==> config.mk <==
export PLATFORM = sky130hd
export DESIGN_NAME = uart_rx_core
export DESIGN_NICKNAME = d
export VERILOG_FILES = /design/src/rtl/uart_rx_core.sv
export SDC_FILE = /design/constraint.sdc
export NUM_CORES = 1
export LEC_CHECK = 0
export CAP_MARGIN = 20
export CORE_MARGIN = 3
export CORE_UTILIZATION = 40
export CTS_BUF_LIST = sky130_fd_sc_hd__clkbuf_2 sky130_fd_sc_hd__clkbuf_4 sky130_fd_sc_hd__clkbuf_8
export DETAILED_ROUTE_END_ITERATION = 12
export GPL_TIMING_DRIVEN = 0
export SLEW_MARGIN = 15
export SYNTH_ARGS = -nofsm -noshare
export SYNTH_HDL_FRONTEND = slang
export SYNTH_SLANG_ARGS = --single-unit
==> constraint.sdc <==
create_clock -name clk -period 3.1 [get_ports clk]
set_input_delay 0.62 -clock clk [delete_from_list [all_inputs] [get_ports clk]]
set_output_delay 0.62 -clock clk [all_outputs]
set_load 0.01 [all_outputs]
==> src/rtl/uart_rx_core.sv <==
// Oversampling UART receiver: synchronised line, 3-sample majority per bit,
// optional parity, one-cycle data_valid with per-frame error flags.
module uart_rx_core #(
    parameter int DATA_WIDTH = 8,
    parameter int OVERSAMPLE = 8
) (
    input  logic                  clk,
    input  logic                  rst,
    input  logic                  rx_in,
    input  logic                  parity_en,
    input  logic                  parity_type,
    output logic [DATA_WIDTH-1:0] data_out,
    output logic                  data_valid,
    output logic                  parity_error,
    output logic                  stop_error,
    output logic                  busy
);
    localparam int M       = OVERSAMPLE / 2;
    localparam int CW      = $clog2(OVERSAMPLE);
    localparam int BW      = (DATA_WIDTH > 1) ? $clog2(DATA_WIDTH) : 1;
    localparam int STOP_AT = (M + 2 < OVERSAMPLE) ? M + 2 : OVERSAMPLE - 1;

    localparam logic [CW-1:0] CNT_LAST = CW'(OVERSAMPLE - 1);
    localparam logic [CW-1:0] CNT_LO   = CW'(M - 1);
    localparam logic [CW-1:0] CNT_HI   = CW'(M + 1);
    localparam logic [CW-1:0] CNT_STOP = CW'(STOP_AT);
    localparam logic [BW-1:0] BIT_LAST = BW'(DATA_WIDTH - 1);

    typedef enum logic [2:0] {
        S_IDLE,
        S_START,
        S_DATA,
        S_PARITY,
        S_STOP
    } state_t;

    state_t                state_q;
    logic                  rx_meta_q;
    logic                  rx_s_q;
    logic                  rx_d_q;
    logic [CW-1:0]         cnt_q;
    logic [BW-1:0]         bit_q;
    logic [2:0]            smp_q;
    logic [DATA_WIDTH-1:0] shift_q;
    logic                  par_en_q;
    logic                  par_odd_q;
    logic                  par_err_q;
    logic                  stop_err_q;
    logic                  done_q;
    logic [DATA_WIDTH-1:0] data_out_q;
    logic                  data_valid_q;
    logic                  parity_error_q;
    logic                  stop_error_q;
    logic                  busy_q;

    logic [2:0] vote;
    logic       maj;
    logic       bit_end;
    logic       in_window;
    logic       fall;

    // The last vote sample is taken live when the decision lands on it.
    assign vote      = (cnt_q == CNT_HI) ? {smp_q[1:0], rx_s_q} : smp_q;
    assign maj       = (vote[0] & vote[1]) | (vote[0] & vote[2]) | (vote[1] & vote[2]);
    assign bit_end   = (cnt_q == CNT_LAST);
    assign in_window = (cnt_q >= CNT_LO) && (cnt_q <= CNT_HI);
    assign fall      = rx_d_q & ~rx_s_q;

    always_ff @(posedge clk or posedge rst) begin
        if (rst) begin
            state_q        <= S_IDLE;
            rx_meta_q      <= 1'b1;
            rx_s_q         <= 1'b1;
            rx_d_q         <= 1'b1;
            cnt_q          <= '0;
            bit_q          <= '0;
            smp_q          <= 3'b111;
            shift_q        <= '0;
            par_en_q       <= 1'b0;
            par_odd_q      <= 1'b0;
            par_err_q      <= 1'b0;
            stop_err_q     <= 1'b0;
            done_q         <= 1'b0;
            data_out_q     <= '0;
            data_valid_q   <= 1'b0;
            parity_error_q <= 1'b0;
            stop_error_q   <= 1'b0;
            busy_q         <= 1'b0;
        end else begin
            rx_meta_q    <= rx_in;
            rx_s_q       <= rx_meta_q;
            rx_d_q       <= rx_s_q;
            done_q       <= 1'b0;
            data_valid_q <= 1'b0;

            if (done_q) begin
                data_out_q     <= shift_q;
                parity_error_q <= par_err_q;
                stop_error_q   <= stop_err_q;
                data_valid_q   <= 1'b1;
                busy_q         <= 1'b0;
            end

            if (state_q != S_IDLE) begin
                cnt_q <= bit_end ? '0 : cnt_q + 1'b1;
                if (in_window) begin
                    smp_q <= {smp_q[1:0], rx_s_q};
                end
            end

            case (state_q)
                S_IDLE: begin
                    if (fall) begin
                        state_q   <= S_START;
                        cnt_q     <= CW'(1);
                        busy_q    <= 1'b1;
                        par_en_q  <= parity_en;
                        par_odd_q <= parity_type;
                        par_err_q <= 1'b0;
                    end
                end
                S_START: begin
                    if (bit_end) begin
                        if (maj) begin
                            state_q <= S_IDLE;
                            busy_q  <= 1'b0;
                        end else begin
                            state_q <= S_DATA;
                            bit_q   <= '0;
                        end
                    end
                end
                S_DATA: begin
                    if (bit_end) begin
                        shift_q <= {maj, shift_q[DATA_WIDTH-1:1]};
                        if (bit_q == BIT_LAST) begin
                            state_q <= par_en_q ? S_PARITY : S_STOP;
                        end else begin
                            bit_q <= bit_q + 1'b1;
                        end
                    end
                end
                S_PARITY: begin
                    if (bit_end) begin
                        par_err_q <= maj ^ (^shift_q) ^ par_odd_q;
                        state_q   <= S_STOP;
                    end
                end
                S_STOP: begin
                    // Leave early so the next start edge is never missed.
                    if (cnt_q == CNT_STOP) begin
                        stop_err_q <= ~maj;
                        done_q     <= 1'b1;
                        state_q    <= S_IDLE;
                        cnt_q      <= '0;
                    end
                end
                default: state_q <= S_IDLE;
            endcase
        end
    end

    assign data_out     = data_out_q;
    assign data_valid   = data_valid_q;
    assign parity_error = parity_error_q;
    assign stop_error   = stop_error_q;
    assign busy         = busy_q;

endmodule

# Yosys cells after proc, flatten, opt, wreduce, memory -nomap -nowiden
# Cells that the tools add are included.
# word_totals
input_bits,5
word_cells,92
regBits,40
out_inout_bits,12
# classes
n_addsub,2
n_reduce_logical,13
muxes,31
bitwise_logic,10
n_eq_ne,16
magnitude_cmp,2
# op_table
operator,count
2-to-1 mux 3 bit,16
!= test 2 bit (second input constant),8
equality test 3 bit (second input constant),5
one-hot mux 3 bit (5 select lines),1
one-hot mux 3 bit (2 select lines),2
2-to-1 mux 1 bit,9
AND reduction 2 bit,4
parity 8 bit,1
adder 3 x 1 -> 3 bit (second input constant),2
equality test 3 x 2 -> 1 bit (second input constant),2
AND reduction 6 bit,1
AND reduction 5 bit,1
AND 1 bit,4
one-hot mux 1 bit (2 select lines),2
nonzero test 2 bit,2
equality test 3 x 1 -> 1 bit (second input constant),1
greater-or-equal comparator 3 x 2 -> 1 bit (second input constant),1
less-or-equal comparator 3 bit (second input constant),1
logical NOT 3 bit,1
AND reduction 3 bit,1
nonzero test 3 bit,1
2-to-1 mux 2 bit,1
inverter 1 bit,2
OR 1 bit,2
2 further kinds,3

# Longest topological paths before layout
# Gate-level depths: netlist of run 1.
# logic_depth
ltp_word,9
depth_mapped,7

# Least setup slack after synthesis of run 1
# Ideal clock, no wire load.
# synth_timing
path_type,reg2reg
from,register cnt_q[0]
to,register bit_q[0]
setup_ps,125
stages_incl_launch_ff,7
synth_period_minus_slack_ps,1702
n_path_buf,1
t_arrival_ps,1577
slack_ps,1398
path_cell_list,dfrtp_1 ha_1 ha_1 clkbuf_1 nand3_1 nor2_1 mux2_2
# synth_via
elab_chain_len,7
word_cells_on_any_way,12
# synth_lines
item,line,rtl
from (decl),41,logic [CW-1:0] cnt_q;
from (signal assigned),105,cnt_q <= bit_end ? '0 : cnt_q + 1'b1;
equality test 3 bit,63,"assign vote = (cnt_q == CNT_HI) ? {smp_q[1:0], rx_s_q} : smp_q;"
2-to-1 mux 3 bit,63,
AND 1 bit,64,assign maj = (vote[0] & vote[1]) | (vote[0] & vote[2]) | (vote[1] & vote[2]);
OR 1 bit (2 in series),64,
!= test 2 bit (no source line),-,
AND reduction 5 bit (no source line) *,-,
to (signal assigned),139,bit_q <= bit_q + 1'b1;
to (decl),42,logic [BW-1:0] bit_q;
# Mark *: on every way between the ends. The rest lies on a longest branch, timed or not.
# A chain may end at the register's enable or synchronous reset.

# Final worst setup path of run 1
# Same ends and word-level chain as after synthesis.

==> results of run 1 <==
==> through the flow <==
| step | util [%] | cells | worst slack (ns) | hold slack [ns] |
|---|---|---|---|---|
| 5_1_grt | 49.40 | 245 | 0.7844 | 0.3653 |
| 3_5_place_dp | 47.56 | 238 | 1.002 | 0.3475 |
| 4_1_cts | 49.40 | 245 | 0.9672 | 0.3583 |
| 3_3_place_gp | 47.11 | 237 | 0.7656 | 0.3455 |
| 6_report | 49.40 | 245 | 0.9756 | 0.3567 |
| 2_1_floorplan | - | 169 | 1.398 | 0.3452 |
==> state kept, by name (all words and copies together) (netlist names), 3 cells and up <==
name	cells
cnt_q	3
smp_q	3
data_out	8
bit_q	3
state_q	3
shift_q	8
==> area by class of cell <==
| type | count | share of cell area, % |
|---|---|---|
| timing repair buffer | 17 | 8.262 |
| clock buffer | 5 | 3.155 |
| sequential | 40 | 46.24 |
| clock inverter | 2 | 0.5737 |
| buffer | 7 | 1.262 |
| tap | 52 | 2.983 |
| multi-input combinational | 113 | 35.97 |
| inverter | 9 | 1.549 |
==> worst max path at each step <==
stage	slack [ns]	end
after floorplan	1.40	bit_q[0]
after global placement	0.77	cnt_q[2]
after detailed placement	1.00	bit_q[0]
after CTS	0.97	bit_q[0]
after global routing	0.78	bit_q[0]
final	0.98	bit_q[0]
==> power by group <==
group	internal, W	switching, W
Sequential	0.000634	0.0000935
Combinational	0.000228	0.000270
Clock	0.000152	0.000185
==> critical path, delay by kind of cell (launching register included) <==
kind / cells / cell delay, ns
adder cells (fa/ha/maj): 2 / 0.38
buffers and inverters: 1 / 0.32
flip-flops: 1 / 0.44
multiplexers: 1 / 0.19
AND/OR/NAND/NOR: 2 / 0.73
==> kinds of logic after synthesis <==
family / share of synthesized area [%]
AND/OR/NAND/NOR: 14.44
adder cells (fa/ha/maj): 5.330
multiplexers: 9.649
flip-flops: 54.39
XOR/XNOR: 4.521
AO/OA/AOI/OAI: 8.368
buffers and inverters: 3.306
==> layout by cell type, fill, tap and decap left out, types with 3 or more instances in the layout <==
master | netlist | routed
dfrtp_1 | 34 | 34
nand2_1 | 31 | 31
clkdlybuf4s50_1 | 0 | 16
mux2_2 | 15 | 15
o21ai_0 | 9 | 9
inv_1 | 9 | 8
ha_1 | 7 | 7
clkbuf_1 | 6 | 6
dfstp_2 | 6 | 6
xnor2_1 | 5 | 5
nand3_1 | 5 | 5
clkbuf_8 | 0 | 5
nor2b_1 | 4 | 4
nand2b_1 | 4 | 4
nor2_1 | 4 | 4
a21oi_1 | 3 | 3
==> metal layers <==
| metal | GRT usage [%] | vias up | share of wire [%] |
|---|---|---|---|
| met5 | 0 | - | 0 |
| met4 | 6.640 | 0 | 2.1 |
| met3 | 4.054 | 7 | 3.8 |
| met2 | 21.95 | 18 | 47 |
| met1 | 19.45 | 616 | 47 |
| li1 | - | 615 | - |
==> flow_metrics.tcl, run 1 <==
set metrics [dict create \
    synth.distinct_cells 37 \
    hold_class "reg -> reg" \
    rows 24 \
    fin_crit_sh_pct 68.53 \
    cts.sinks 40 \
    drive_above_1_share_pct 18.13 \
    synth_seq_area_share_pct 54.39 \
    grt_max_degree 28 \
    cts_tree "built" \
    area_delta_synth_final_pct 17.61 \
    hold_path_end "rx_s_q" \
    holdCritStartpoint "rx_meta_q" \
    nFillCells 407 \
    regToRegSetupSlack_ns 0.98 \
    yosys-top-cells-count "34 x dfrtp_1, 31 x nand2_1, 15 x mux2_2" \
    p_leak_nw 1.040 \
    worstSetupEndpointType "flip-flop" \
    grt_pass1_vias 1254 \
    cp-startpoint "cnt_q[0]" \
    pin_count 17 \
    post_dp_cell_area_um2 2100 \
    synth-seq-cells 40 \
    total_power_w 0.001563 \
    stdcell_area_um2 2181 \
    post-cts-setup-buffer-count 0 \
    vias_per_cell 5.127 \
    postSynthCellCount 169 \
    start_kind "flip-flop" \
    max_cap_violations 0 \
    clkLatencyLatePin_ns 0.30 \
    rr_worst_depth 6 \
    holdPathStages 0 \
    cts_buffer_depth 2 \
    place_congestion 0.8227 \
    rsz0062_at_grt "false" \
    worst_pin_slew_ns 0.5537 \
    clk_pin_slew_ns 0.08 \
    worstPathArrival_ns 2.36 \
    nets 205 \
    power.density_nw_per_um2 716.5 \
    syn_area_um2 1854 \
    path_cells "ha_1 -> ha_1 -> clkbuf_1 -> nand3_1 -> nor2_1 -> mux2_2" \
    post_cts_resized 0 \
    max_freq_mhz 470.7 \
    synth.most_common_cell "dfrtp_1" \
    dr.pass1.iters 4 \
    critPathKind "reg -> reg" \
    setup_viol 0 \
    drv_slew 0 \
    ys_top_cells_by_area "dfrtp_1 46%, mux2_2 9.1%, dfstp_2 8.5%, nand2_1 6.3%, ha_1 4.7%" \
    numCtsBuffers 5 \
    finalHoldViolations 0 \
    initial_core_util_pct 42.01 \
    avgSynthCellArea_um2 10.97 \
    relSlewSlack_pct 63.09 \
    multi_input_area_um2 784.5 \
    grt_pass1_wl_mm 5.982 \
    tns_ns 0 \
    cp.required_ns 3.34 \
    crit_slowest_cell "dfrtp_1" \
    track_usage_pct 14.53 \
    critPathMaxStageDelay_ns 0.44 \
    antenna_found_initial 0 \
    ir_drop_uv 358.2 \
    synth_top_area_share_pct 45.88 \
    worst_r2r_endpoint "bit_q[0]" \
    ant_nets 0 \
    wl_per_cell_um 13.84 \
    async_flop_share_pct 100.0 \
    portBuffers 16 \
    drt-total-wl_mm 3.390 \
    yosysWarnings 0 \
    seqCellArea_um2 1008 \
    antenna_cells 0 \
    worst-path-max-fanout 10 \
    dieWidth_um 74.09 \
    route.detailed.drc 0 \
    htree_levels 2 \
    cts-root-buf "clkbuf_8" \
    synth_flop_cell "dfrtp_1" \
    synth_top_area_cell "dfrtp_1" \
    crit_top_cell "ha_1" \
    period_needed_ns 2.124 \
    grt_remaining_overflow 0 \
    core_area_um2 4414 \
    die_h_um 74.09 \
    timing.rr.start "cnt_q[0]" \
    clock_skew_ns 0.01001 \
    synth_edf_count 0 \
    cts.hold.buffers_added 0 \
    dieArea_um2 5489 \
    vias 1256 \
    drt_iter0_markers 54 \
    synthesis.nets 181 \
    outcome "completed" \
    post-dp-hpwl_mm 2.435 \
]
(Power assumes the default switching activity.)
==> run 2: changes to the inputs <==
- clock period: 3.1 -> 2.12 ns (I/O delays scaled with it)
==> flow_metrics.tcl, run 2 (synthesized netlist as in run 1, its figures left out) <==
set metrics [dict create \
    path_cells "ha_1 -> ha_1 -> clkbuf_2 -> nand3_2 -> nor2_1 -> mux2_2" \
    max_freq_mhz 549.2 \
    post-cts-setup-buffer-count 0 \
    setup_slack_ns 0.2991 \
    cts_tree "built" \
    numCtsBuffers 5 \
    pin_count 17 \
    core_area_um2 4414 \
    dr.pass1.iters 4 \
    grt_pass1_vias 1257 \
    finalHoldViolations 0 \
    hold_class "reg -> reg" \
    rr_worst_depth 6 \
    layout_common_cells "34 x dfrtp_1, 31 x nand2_1, 16 x clkdlybuf4s50_1, 15 x mux2_2, 9 x o21ai_0" \
    vias 1265 \
    critical_path_cell_count 6 \
    cp.required_ns 2.30 \
    wl_per_cell_um 13.86 \
    cts_buffer_depth 2 \
    period_needed_ns 1.821 \
    fin_crit_sh_pct 85.89 \
    power.density_nw_per_um2 1047 \
    ir_drop_uv 524.1 \
    rsz0062_at_grt "false" \
    drive_above_1_share_pct 19.17 \
    cts-root-buf "clkbuf_8" \
    antenna_found_initial 0 \
    worst_pin_slew_ns 0.5352 \
    pre_cts_ws_ns 0.02203 \
    max_cap_violations 0 \
    rows 24 \
    cp-startpoint "cnt_q[0]" \
    drt-total-wl_mm 3.395 \
    critPathKind "reg -> reg" \
    antenna_cells 0 \
    crit_top_cell "ha_1" \
    cts.sinks 40 \
    route.detailed.drc 0 \
    post-dp-hpwl_mm 2.435 \
    worstSetupEndpointType "flip-flop" \
    portBuffers 16 \
    grt_max_degree 28 \
    critPathTopFamily "adder cells" \
    ant_nets 0 \
    crit_slowest_cell "dfrtp_1" \
    track_usage_pct 14.53 \
    regToRegSetupSlack_ns 0.30 \
    clkLatencyLatePin_ns 0.30 \
    nets 205 \
    die_h_um 74.09 \
    dieArea_um2 5489 \
    grt_pass1_wl_mm 5.989 \
    drt_iter0_markers 59 \
    p_leak_nw 1.043 \
    layout_commonest_cell "dfrtp_1" \
    critPathMaxStageDelay_ns 0.45 \
    final_cells 245 \
    clock_skew_ns 0.01028 \
    worstPathArrival_ns 2.00 \
    vias_per_cell 5.163 \
    dieWidth_um 74.09 \
    worst-path-max-fanout 10 \
    area_delta_synth_final_pct 17.95 \
    place_inst 238 \
    crit_buf_inv 1 \
    outcome "completed" \
    drv_slew 0 \
    timing.rr.start "cnt_q[0]" \
    cts.hold.buffers_added 0 \
    relSlewSlack_pct 64.32 \
    htree_levels 2 \
    place_congestion 0.8227 \
    initial_core_util_pct 42.01 \
    start_kind "flip-flop" \
    clk_pin_slew_ns 0.08 \
    crit_end "bit_q[0]" \
    setup_viol 0 \
    worst_r2r_endpoint "bit_q[0]" \
    grt_remaining_overflow 0 \
]
## run 2: cell type report
| cell class | count | area (um^2) |
|---|---|---|
| Tap cell | 52 | 65.06 |
| Fill cell | 405 | 2227 |
| Clock inverter | 2 | 12.51 |
| Clock buffer | 5 | 68.82 |
| Buffer | 7 | 28.78 |
| Inverter | 9 | 33.78 |
| Sequential cell | 40 | 1008 |
| Timing Repair Buffer | 17 | 180.2 |
| Multi-Input combinational cell | 113 | 789.5 |
## run 2: per-layer routing
layer / vias to the layer above / part of all wire [%] / track usage (%)
li1: 615 / - / -
met1: 617 / 47 / 19.45
met2: 24 / 47 / 21.95
met3: 9 / 4.0 / 4.054
met4: 0 / 2.2 / 6.640
met5: - / 0 / 0
## run 2: worst reg2reg max path, stage by stage, from the launching register on
cell and delay [ns]:
dfrtp_1 0.45, ha_1 0.25, ha_1 0.21, clkbuf_2 0.20, nand3_2 0.23, nor2_1 0.10, mux2_2 0.26
## run 2: stage by stage
stage / TNS, ns / instance area [um^2] / utilization [%] / power [W] / hold WS [ns]
global placement: -0.5709 / 2079 / 47.11 / 0.001754 / 0.3455
finish: 0 / 2187 / 49.55 / 0.002289 / 0.3567
global route: 0 / 2187 / 49.55 / 0.002473 / 0.3653
CTS: 0 / 2186 / 49.52 / 0.002315 / 0.3583
floorplan: 0 / 1854 / - / 0.001617 / 0.3452
detailed placement: 0 / 2100 / 47.56 / 0.001810 / 0.3475
## run 2: report_power, final
| group | switching [W] | internal [W] | leakage, nW |
|---|---|---|---|
| registers | 0.000138 | 0.000927 | 0.519 |
| logic | 0.000397 | 0.000335 | 0.485 |
| clock network | 0.000269 | 0.000223 | 0.0400 |
| total | 0.000805 | 0.00148 | 1.04 |
## run 2: timing repair
action                                  4_1_cts  5_1_grt
resized for setup                             1        2
gates cloned                                  0        0
endpoints found under the setup margin        1        3
## run 2: worst min-delay path by stage
| stage | startpoint | depth (start not counted) | slack, ns | to |
|---|---|---|---|---|
| after floorplan | rx_meta_q | 0 | 0.35 | rx_s_q |
| after global placement | rx_meta_q | 0 | 0.35 | rx_s_q |
| final | rx_meta_q | 0 | 0.36 | rx_s_q |
| after global routing | rx_meta_q | 0 | 0.37 | rx_s_q |
| after detailed placement | rx_meta_q | 0 | 0.35 | rx_s_q |
| after CTS | rx_meta_q | 0 | 0.36 | rx_s_q |
==> run 3: changes to the inputs <==
--- a/config.mk
+++ b/config.mk
@@ -7,2 +7,3 @@
 export LEC_CHECK = 0
+export ABC_CLOCK_PERIOD_IN_PS = 2120
 export CAP_MARGIN = 20
--- a/constraint.sdc
+++ b/constraint.sdc
@@ -3,2 +3,2 @@
 set_output_delay 0.424 -clock clk [all_outputs]
-set_load 0.01 [all_outputs]
+set_load 0.005 [all_outputs]
==> results of run 3 <==
The final DEF is identical to that of run 2. Status: completed.
Among the figures that moved: total power 0.002289 W -> 0.002286 W
